$ cat config.mk
export PLATFORM = sky130hd
export DESIGN_NAME = uart_miner_comm
export DESIGN_NICKNAME = d
export VERILOG_FILES = /design/src/rtl/uart_miner_comm.sv
export SDC_FILE = /design/constraint.sdc
export NUM_CORES = 2
export LEC_CHECK = 0
export BUFFER_PORTS_ARGS = -buffer_cell sky130_fd_sc_hd__buf_2
export CORE_MARGIN = 2
export CORE_UTILIZATION = 26
export DETAILED_ROUTE_END_ITERATION = 8
export HOLD_SLACK_MARGIN = 0.05
export MAX_ROUTING_LAYER = met4
export PLACE_DENSITY_LB_ADDON = 0.05
export SETUP_SLACK_MARGIN = 0.05
export SYNTH_ARGS = -nofsm -noshare
export SYNTH_HDL_FRONTEND = slang
export SYNTH_SLANG_ARGS = --single-unit
$ cat constraint.sdc
create_clock -name comm_clk -period 2.95 [get_ports comm_clk]
set_input_delay 0.4425 -clock comm_clk [delete_from_list [all_inputs] [get_ports comm_clk]]
set_output_delay 0.4425 -clock comm_clk [all_outputs]
set_load 0.005 [all_outputs]
$ cat src/rtl/uart_miner_comm.sv
`default_nettype none
// ============================================================================
//  Module      : uart_miner_comm
//  Description : 8N1 UART host link for the mining core. It parses CRC-32
//                framed commands, publishes jobs and reports golden nonces.
//  Revision    : 1.0 - initial release
// ============================================================================
module uart_miner_comm #(
    parameter int BAUD_RATE    = 115200,
    parameter int SYS_CLK_FREQ = 50000000
) (
    input  logic         comm_clk,
    input  logic         rst_n,
    input  logic         rx_serial,
    output logic         tx_serial,
    output logic         new_work,
    output logic [95:0]  work_data,
    output logic [31:0]  nonce_min,
    output logic [31:0]  nonce_max,
    output logic [255:0] midstate,
    input  logic         new_golden_nonce,
    input  logic [31:0]  golden_nonce
);
    localparam logic [15:0] C_CPB  = 16'(SYS_CLK_FREQ / BAUD_RATE);
    localparam logic [15:0] C_HALF = C_CPB >> 1;

    localparam logic [1:0] C_RB_IDLE = 2'd0, C_RB_START = 2'd1, C_RB_DATA = 2'd2, C_RB_STOP = 2'd3;
    localparam logic [2:0] C_FS_IDLE = 3'd0, C_FS_HDR = 3'd1, C_FS_PAYLOAD = 3'd2,
                           C_FS_CRC = 3'd3, C_FS_DISPATCH = 3'd4;
    localparam logic [2:0] C_MSG_PONG = 3'd0, C_MSG_INFO = 3'd1, C_MSG_INVALID = 3'd2,
                           C_MSG_ACK = 3'd3, C_MSG_NONCE = 3'd4;
    localparam logic [1:0] C_TS_IDLE = 2'd0, C_TS_START = 2'd1, C_TS_DATA = 2'd2, C_TS_STOP = 2'd3;

    function automatic logic [31:0] crc_upd(input logic [31:0] c, input logic [7:0] b);
        logic [31:0] r;
        r = c ^ {24'h0, b};
        for (int i = 0; i < 8; i++)
            r = r[0] ? ((r >> 1) ^ 32'hEDB88320) : (r >> 1);
        return r;
    endfunction

    function automatic logic [7:0] msg_byte(input logic [2:0] kind, input logic [3:0] idx,
                                            input logic [31:0] n);
        logic [7:0] b;
        b = 8'h00;
        if (kind == C_MSG_PONG) begin
            b = 8'h01;
        end else if (kind == C_MSG_INFO) begin
            case (idx)
                4'd0:  b = 8'h10;
                4'd4:  b = 8'hde;
                4'd5:  b = 8'had;
                4'd6:  b = 8'hbe;
                4'd7:  b = 8'hef;
                4'd8:  b = 8'h13;
                4'd9:  b = 8'h37;
                4'd10: b = 8'h0d;
                4'd11: b = 8'h13;
                default: b = 8'h00;
            endcase
        end else begin
            case (idx)
                4'd0: b = 8'h08;
                4'd3: b = (kind == C_MSG_INVALID) ? 8'h01 : (kind == C_MSG_ACK) ? 8'h04 : 8'h03;
                4'd4: b = (kind == C_MSG_NONCE) ? n[31:24] : 8'h00;
                4'd5: b = (kind == C_MSG_NONCE) ? n[23:16] : 8'h00;
                4'd6: b = (kind == C_MSG_NONCE) ? n[15:8]  : 8'h00;
                4'd7: b = (kind == C_MSG_NONCE) ? n[7:0]   : 8'h00;
                default: b = 8'h00;
            endcase
        end
        return b;
    endfunction

    function automatic logic [3:0] msg_last(input logic [2:0] kind);
        return (kind == C_MSG_PONG) ? 4'd0 : (kind == C_MSG_INFO) ? 4'd15 : 4'd7;
    endfunction

    // ---------------- RX byte receiver ----------------
    logic [1:0]  rx_sync_q;
    logic        rx_prev_q, rx_valid_q;
    logic [1:0]  rb_st_q;
    logic [15:0] rb_cnt_q;
    logic [2:0]  rb_bit_q;
    logic [7:0]  rb_sh_q;
    logic        w_rx;
    assign w_rx = rx_sync_q[1];

    always_ff @(posedge comm_clk) begin
        if (!rst_n) begin
            rx_sync_q <= 2'b11;  rx_prev_q <= 1'b1;  rx_valid_q <= 1'b0;
            rb_st_q   <= C_RB_IDLE; rb_cnt_q <= '0; rb_bit_q <= '0; rb_sh_q <= '0;
        end else begin
            rx_sync_q  <= {rx_sync_q[0], rx_serial};
            rx_prev_q  <= w_rx;
            rx_valid_q <= 1'b0;
            rb_cnt_q   <= rb_cnt_q + 16'd1;
            case (rb_st_q)
                C_RB_IDLE: if (rx_prev_q && !w_rx) begin rb_st_q <= C_RB_START; rb_cnt_q <= '0; end
                C_RB_START: if (rb_cnt_q == C_HALF - 16'd1) begin
                    rb_cnt_q <= '0; rb_bit_q <= '0;
                    rb_st_q  <= w_rx ? C_RB_IDLE : C_RB_DATA;
                end
                C_RB_DATA: if (rb_cnt_q == C_CPB - 16'd1) begin
                    rb_cnt_q <= '0;
                    rb_sh_q  <= {w_rx, rb_sh_q[7:1]};
                    rb_bit_q <= rb_bit_q + 3'd1;
                    if (rb_bit_q == 3'd7) rb_st_q <= C_RB_STOP;
                end
                default: if (rb_cnt_q == C_CPB - 16'd1) begin
                    rx_valid_q <= w_rx;
                    rb_st_q    <= C_RB_IDLE;
                end
            endcase
        end
    end

    // ---------------- Frame parser ----------------
    logic [2:0]   fs_q, req_kind_q, type_q;
    logic         req_q, hdr_bad_q, new_work_q;
    logic [7:0]   len_q, cnt_q;
    logic [31:0]  crc_q, rcv_crc_q;
    logic [415:0] job_q;
    logic [95:0]  work_data_q;
    logic [31:0]  nonce_min_q, nonce_max_q;
    logic [255:0] midstate_q;

    always_ff @(posedge comm_clk) begin
        if (!rst_n) begin
            fs_q <= C_FS_IDLE; req_q <= 1'b0; req_kind_q <= C_MSG_PONG; type_q <= '0;
            hdr_bad_q <= 1'b0; new_work_q <= 1'b0; len_q <= '0; cnt_q <= '0;
            crc_q <= '0; rcv_crc_q <= '0; job_q <= '0;
            work_data_q <= '0; nonce_min_q <= '0; nonce_max_q <= '0; midstate_q <= '0;
        end else begin
            req_q      <= 1'b0;
            new_work_q <= 1'b0;
            case (fs_q)
                C_FS_IDLE: if (rx_valid_q) begin
                    if (rb_sh_q == 8'h00) begin
                        req_q <= 1'b1; req_kind_q <= C_MSG_PONG;
                    end else if (rb_sh_q < 8'd8 || rb_sh_q > 8'd60 || rb_sh_q[1:0] != 2'b00) begin
                        req_q <= 1'b1; req_kind_q <= C_MSG_INVALID;
                    end else begin
                        len_q <= rb_sh_q; cnt_q <= 8'd1; hdr_bad_q <= 1'b0;
                        crc_q <= crc_upd(32'hFFFFFFFF, rb_sh_q);
                        fs_q  <= C_FS_HDR;
                    end
                end
                C_FS_HDR: if (rx_valid_q) begin
                    crc_q <= crc_upd(crc_q, rb_sh_q);
                    cnt_q <= cnt_q + 8'd1;
                    if (cnt_q != 8'd3 && rb_sh_q != 8'h00) hdr_bad_q <= 1'b1;
                    if (cnt_q == 8'd3) begin
                        type_q <= (rb_sh_q == 8'h00) ? 3'd0 : (rb_sh_q == 8'h02) ? 3'd2 : 3'd7;
                        fs_q   <= (len_q == 8'd8) ? C_FS_CRC : C_FS_PAYLOAD;
                    end
                end
                C_FS_PAYLOAD: if (rx_valid_q) begin
                    crc_q <= crc_upd(crc_q, rb_sh_q);
                    job_q <= {rb_sh_q, job_q[415:8]};
                    cnt_q <= cnt_q + 8'd1;
                    if (cnt_q == len_q - 8'd5) fs_q <= C_FS_CRC;
                end
                C_FS_CRC: if (rx_valid_q) begin
                    rcv_crc_q <= {rb_sh_q, rcv_crc_q[31:8]};
                    cnt_q     <= cnt_q + 8'd1;
                    if (cnt_q == len_q - 8'd1) fs_q <= C_FS_DISPATCH;
                end
                default: begin
                    fs_q  <= C_FS_IDLE;
                    req_q <= 1'b1;
                    if (hdr_bad_q || (~crc_q != rcv_crc_q)) begin
                        req_kind_q <= C_MSG_INVALID;
                    end else if (type_q == 3'd0 && len_q == 8'd8) begin
                        req_kind_q <= C_MSG_INFO;
                    end else if (type_q == 3'd2 && len_q == 8'd60) begin
                        // Words arrive w0 first, so w0 ends up in the low bits of the shifter.
                        nonce_max_q <= job_q[31:0];
                        nonce_min_q <= job_q[63:32];
                        work_data_q <= job_q[159:64];
                        midstate_q  <= job_q[415:160];
                        new_work_q  <= 1'b1;
                        req_kind_q  <= C_MSG_ACK;
                    end else begin
                        req_kind_q <= C_MSG_INVALID;
                    end
                end
            endcase
        end
    end

    // ---------------- Reply arbitration and TX ----------------
    logic        rp_q, np_q, gn_prev_q, tx_q;
    logic [2:0]  rp_kind_q, tkind_q, tbit_q;
    logic [31:0] nval_q, tnonce_q;
    logic [1:0]  ts_q;
    logic [15:0] tcnt_q;
    logic [7:0]  tsh_q;
    logic [3:0]  tidx_q;
    logic        w_take_reply, w_take_nonce;
    assign w_take_reply = (ts_q == C_TS_IDLE) && rp_q;
    assign w_take_nonce = (ts_q == C_TS_IDLE) && !rp_q && np_q;

    always_ff @(posedge comm_clk) begin
        if (!rst_n) begin
            rp_q <= 1'b0; np_q <= 1'b0; gn_prev_q <= 1'b0; tx_q <= 1'b1;
            rp_kind_q <= C_MSG_PONG; tkind_q <= C_MSG_PONG; tbit_q <= '0;
            nval_q <= '0; tnonce_q <= '0; ts_q <= C_TS_IDLE; tcnt_q <= '0;
            tsh_q <= '0; tidx_q <= '0;
        end else begin
            gn_prev_q <= new_golden_nonce;
            if (req_q) begin
                rp_q <= 1'b1; rp_kind_q <= req_kind_q;
            end else if (w_take_reply) begin
                rp_q <= 1'b0;
            end
            if (new_golden_nonce && !gn_prev_q) begin
                np_q <= 1'b1; nval_q <= golden_nonce;
            end else if (w_take_nonce) begin
                np_q <= 1'b0;
            end
            tcnt_q <= tcnt_q + 16'd1;
            case (ts_q)
                C_TS_IDLE: if (w_take_reply || w_take_nonce) begin
                    tkind_q  <= w_take_reply ? rp_kind_q : C_MSG_NONCE;
                    tnonce_q <= nval_q;
                    tsh_q    <= msg_byte(w_take_reply ? rp_kind_q : C_MSG_NONCE, 4'd0, nval_q);
                    tidx_q   <= '0; tcnt_q <= '0; tx_q <= 1'b0;
                    ts_q     <= C_TS_START;
                end
                C_TS_START: if (tcnt_q == C_CPB - 16'd1) begin
                    tcnt_q <= '0; tbit_q <= '0; tx_q <= tsh_q[0];
                    ts_q   <= C_TS_DATA;
                end
                C_TS_DATA: if (tcnt_q == C_CPB - 16'd1) begin
                    tcnt_q <= '0;
                    if (tbit_q == 3'd7) begin
                        tx_q <= 1'b1; ts_q <= C_TS_STOP;
                    end else begin
                        tx_q <= tsh_q[1]; tsh_q <= tsh_q >> 1; tbit_q <= tbit_q + 3'd1;
                    end
                end
                default: if (tcnt_q == C_CPB - 16'd1) begin
                    tcnt_q <= '0;
                    if (tidx_q == msg_last(tkind_q)) begin
                        ts_q <= C_TS_IDLE;
                    end else begin
                        tidx_q <= tidx_q + 4'd1;
                        tsh_q  <= msg_byte(tkind_q, tidx_q + 4'd1, tnonce_q);
                        tx_q   <= 1'b0; ts_q <= C_TS_START;
                    end
                end
            endcase
        end
    end

    assign tx_serial = tx_q;
    assign new_work  = new_work_q;
    assign work_data = work_data_q;
    assign nonce_min = nonce_min_q;
    assign nonce_max = nonce_max_q;
    assign midstate  = midstate_q;
endmodule
`default_nettype wire

==> impl_metrics.py <==
metrics = {
    "floorplanning": {
        "ios": 454,
        "num_rows": 144,
        "die_y_um": 397,
        "start_util_pct": 26.1,
        "core_area_um2": 154000,
        "die_w_um": 397,
        "die_area_um2": 158000,
    },
    "timing": {
        "slew_headroom_pct": 37.0,
        "hold_viol": 0,
        "setup_ws_ns": 0.137,
        "tns_ns": 0,
        "skew_ns": 0.0309,
        "timing.fmax_mhz": 356,
        "fin_crit_sh_pct": 95.4,
        "finalCriticalPeriod_ns": 2.81,
        "maxSlewViolCount": 0,
        "tightest_slew_ns": 0.938,
        "setup_violations": 0,
        "rsz0062_at_grt": "no",
    },
    "worst_setup_path": {
        "path_max_fanout": 49,
        "reg2reg_depth": 8,
        "worstSetupEndpointType": "flop",
        "r2r_start": "len_q[7]",
        "slowest_stage": "or4_4",
        "critPathArrivalTime_ns": 3.41,
        "critPathLaunchType": "flop",
        "crit_required_ns": 3.55,
        "crit_path_max_incr_delay_ns": 0.62,
        "regToRegEndpoint": "midstate[213]",
        "ff2ff_setup_slack_ns": 0.14,
        "cp_cell_sequence": "or3b_1 > nor3_4 > nand2_1 > or4_4 > buf_12 > buf_12 > nand2_1 > a21oi_1",
        "worstSetupPathType": "reg2reg",
    },
    "placement": {
        "io_buffers": 453,
        "gp_congestion": 0.782,
        "pre_cts_ws_ns": 0.121,
        "hpwl_um": 93100,
    },
    "global_routing": {
        "overflow": 0,
        "grt_pass1_wl_um": 211000,
        "grt_antenna_before_repair": 0,
        "grt_usage_pct": 17.6,
        "grt_start_max_net_pins": 95,
        "grt_pass1_vias": 33900,
    },
    "clocking": {
        "htreeDepth": 4,
        "clock_sinks": 1061,
        "numCtsBuffers": 133,
        "post-cts-setup-buffers": 0,
        "clk_latency_ns": 0.75,
        "clk_pin_slew_ns": 0.06,
        "tritoncts": "built",
        "clk_path_buf_depth": 3,
        "cts-root-buf": "clkbuf_16",
    },
    "drt": {
        "wl_per_cell_um": 18.1,
        "dr.pass1.iters": 5,
        "detail-route-antenna-nets": 0,
        "remaining_drc_errors": 0,
        "dr.first_iter.drc_count": 1649,
        "via_per_inst": 4.52,
        "vias": 34500,
        "drt_wl_total_um": 138000,
    },
    "layout": {
        "final_nets": 5566,
        "area.sequential_um2": 21200,
        "multi_input_area_um2": 17300,
        "fillers": 16800,
        "drive_above_1_share_pct": 14.8,
        "layout-area-overhead-vs-synth_pct": 24.2,
    },
    "synth": {
        "async_reset_ff_share_pct": 0,
        "synth_compound_area_share_pct": 14.8,
        "syn_avg_cell_area_um2": 7.89,
        "syn_inst": 5095,
        "synth.most_common_cell": "nand2_1",
        "synth-xor-area-share_pct": 4.62,
        "synthTopCellsByCount": "nand2_1 (1951), dfxtp_1 (1061), a21oi_1 (983)",
        "synthMuxAreaShare_pct": 0.348,
        "yosys.area_share.simple_pct": 22.3,
        "syn_area_um2": 40200,
        "synthTopCellsByArea": "dfxtp_1 (53%), nand2_1 (18%), a21oi_1 (12%), xnor2_1 (3.3%), clkbuf_1 (2.6%)",
        "synth_edf_count": 0,
        "synth_top_area_share_pct": 52.8,
        "yosys_register_bits": 1061,
        "synth-seq-area-share_pct": 52.8,
        "ys_types": 66,
        "synth_fp_nets": 5158,
        "synth_top_family_by_area": "simple AND/OR/NAND/NOR gates",
        "yosys.area_share.adder_pct": 0.840,
        "synth_warnings": 0,
        "synth-main-ff-cell": "dfxtp_1",
        "synth_area_leader_cell": "dfxtp_1",
    },
    "power": {
        "power_density_nw_per_um2": 623,
        "power.leakage_nw": 17.8,
        "ir_drop_mv": 0.525,
    },
    "flow_run": {
        "maxCapViolations": 0,
    },
    "run_status": {
        "status": "complete, no violations",
    },
    "min_path": {
        "hold_depth": 3,
        "hold_class": "in2reg",
        "hold_start": "rst_n",
        "holdPathEnd": "rx_prev_q",
    },
}
-- what timing repair did --
item,4_1_cts,5_1_grt
hold buffers,34,0
endpoints found under the hold margin,34,0
setup endpoints to repair,0,9
gates resized for setup,0,2
-- layer usage --
layer  share of wire, %  wire length [um]  vias to the layer above  track usage, %
li1                   -                 -                    17400               -
met1                 49             67400                    16300            23.9
met4                1.8              2510                        0            4.15
met3                5.4              7520                      166            4.20
met2                 44             60700                      622            26.2
met5                  0                 0                        -               -
-- flip-flops by register name, indices dropped and copies added (netlist names), 16 cells and up --
register and cells:
nval_q 32, tnonce_q 32, rcv_crc_q 32, rb_cnt_q 16, tcnt_q 16, nonce_max 32
nonce_min 32, midstate 256, job_q 416, work_data 96, crc_q 32
-- where the power goes --
group,internal [W],total (W),switching (W)
clock,0.00967,0.0161,0.00648
sequential,0.0144,0.0144,0.0000360
combinational,0.000165,0.000546,0.000381
-- kinds of logic after synthesis --
group                    count (synthesis)
AO/OA/AOI/OAI                         1127
XOR/XNOR                               201
adder cells (fa/ha/maj)                 27
buffers and inverters                  402
flip-flops                            1061
multiplexers                            14
AND/OR/NAND/NOR                       2263
-- critical path: cells and delay by family (launching register included) --
family	cells	cell delay, ns
DFF	1	0.33
and+or+nand+nor	5	1.79
AOI/OAI and AO/OA	1	0.10
buffers and inverters	2	0.41
-- layout by cell type, fill, tap and decap left out, types with 15 or more instances in the layout --
cell type and instances:
nand4_1 15, nor4_1 17, dfxtp_1 1061, o21ai_0 35
buf_4 107, xor2_1 43, clkbuf_8 27, a211oi_1 18
a31oi_1 17, clkbuf_1 37, inv_1 27, dlygate4sd3_1 34
nor2_1 142, buf_12 53, buf_2 453, clkbuf_16 136
a21oi_1 983, ha_1 26, nand2_1 1951, nand2b_1 19
nand3_1 30, xnor2_1 151
-- worst max-delay path by stage --
stage / start / end / slack (ns) / cells past startpoint
after floorplan: rb_sh_q[2] / crc_q[27] / 0.40 / 9
after global placement: len_q[7] / midstate[213] / 0.08 / 8
after detailed placement: len_q[7] / midstate[213] / 0.12 / 8
after CTS: len_q[7] / midstate[213] / 0.1 / 8
after global routing: len_q[7] / midstate[213] / 0.06 / 8
final: len_q[7] / midstate[213] / 0.14 / 8
-- per-stage QoR --
step | cells | power [W] | hold WS, ns | utilization (%) | instance area [um^2]
6_report | 7640 | 0.0311 | 0.271 | 32.5 | 49900
5_1_grt | 7639 | 0.0324 | 0.229 | 32.5 | 49900
4_1_cts | 7639 | 0.0318 | 0.205 | 32.4 | 49900
3_5_place_dp | 7378 | 0.0153 | 0.435 | 29.4 | 45300
3_3_place_gp | 7378 | 0.0153 | 0.424 | 29.4 | 45300
2_1_floorplan | 5095 | 0.0150 | 0.386 | - | 40200
-- layout make-up --
class	instances	share of cell area, %
Antenna cell	1	0.00501
Clock buffer	200	7.84
Clock inverter	27	0.752
Inverter	28	0.226
Multi-Input combinational cell	3632	34.6
Sequential cell	1061	42.5
Tap cell	2044	5.12
Timing Repair Buffer	647	8.95
(Power assumes the default switching activity.)
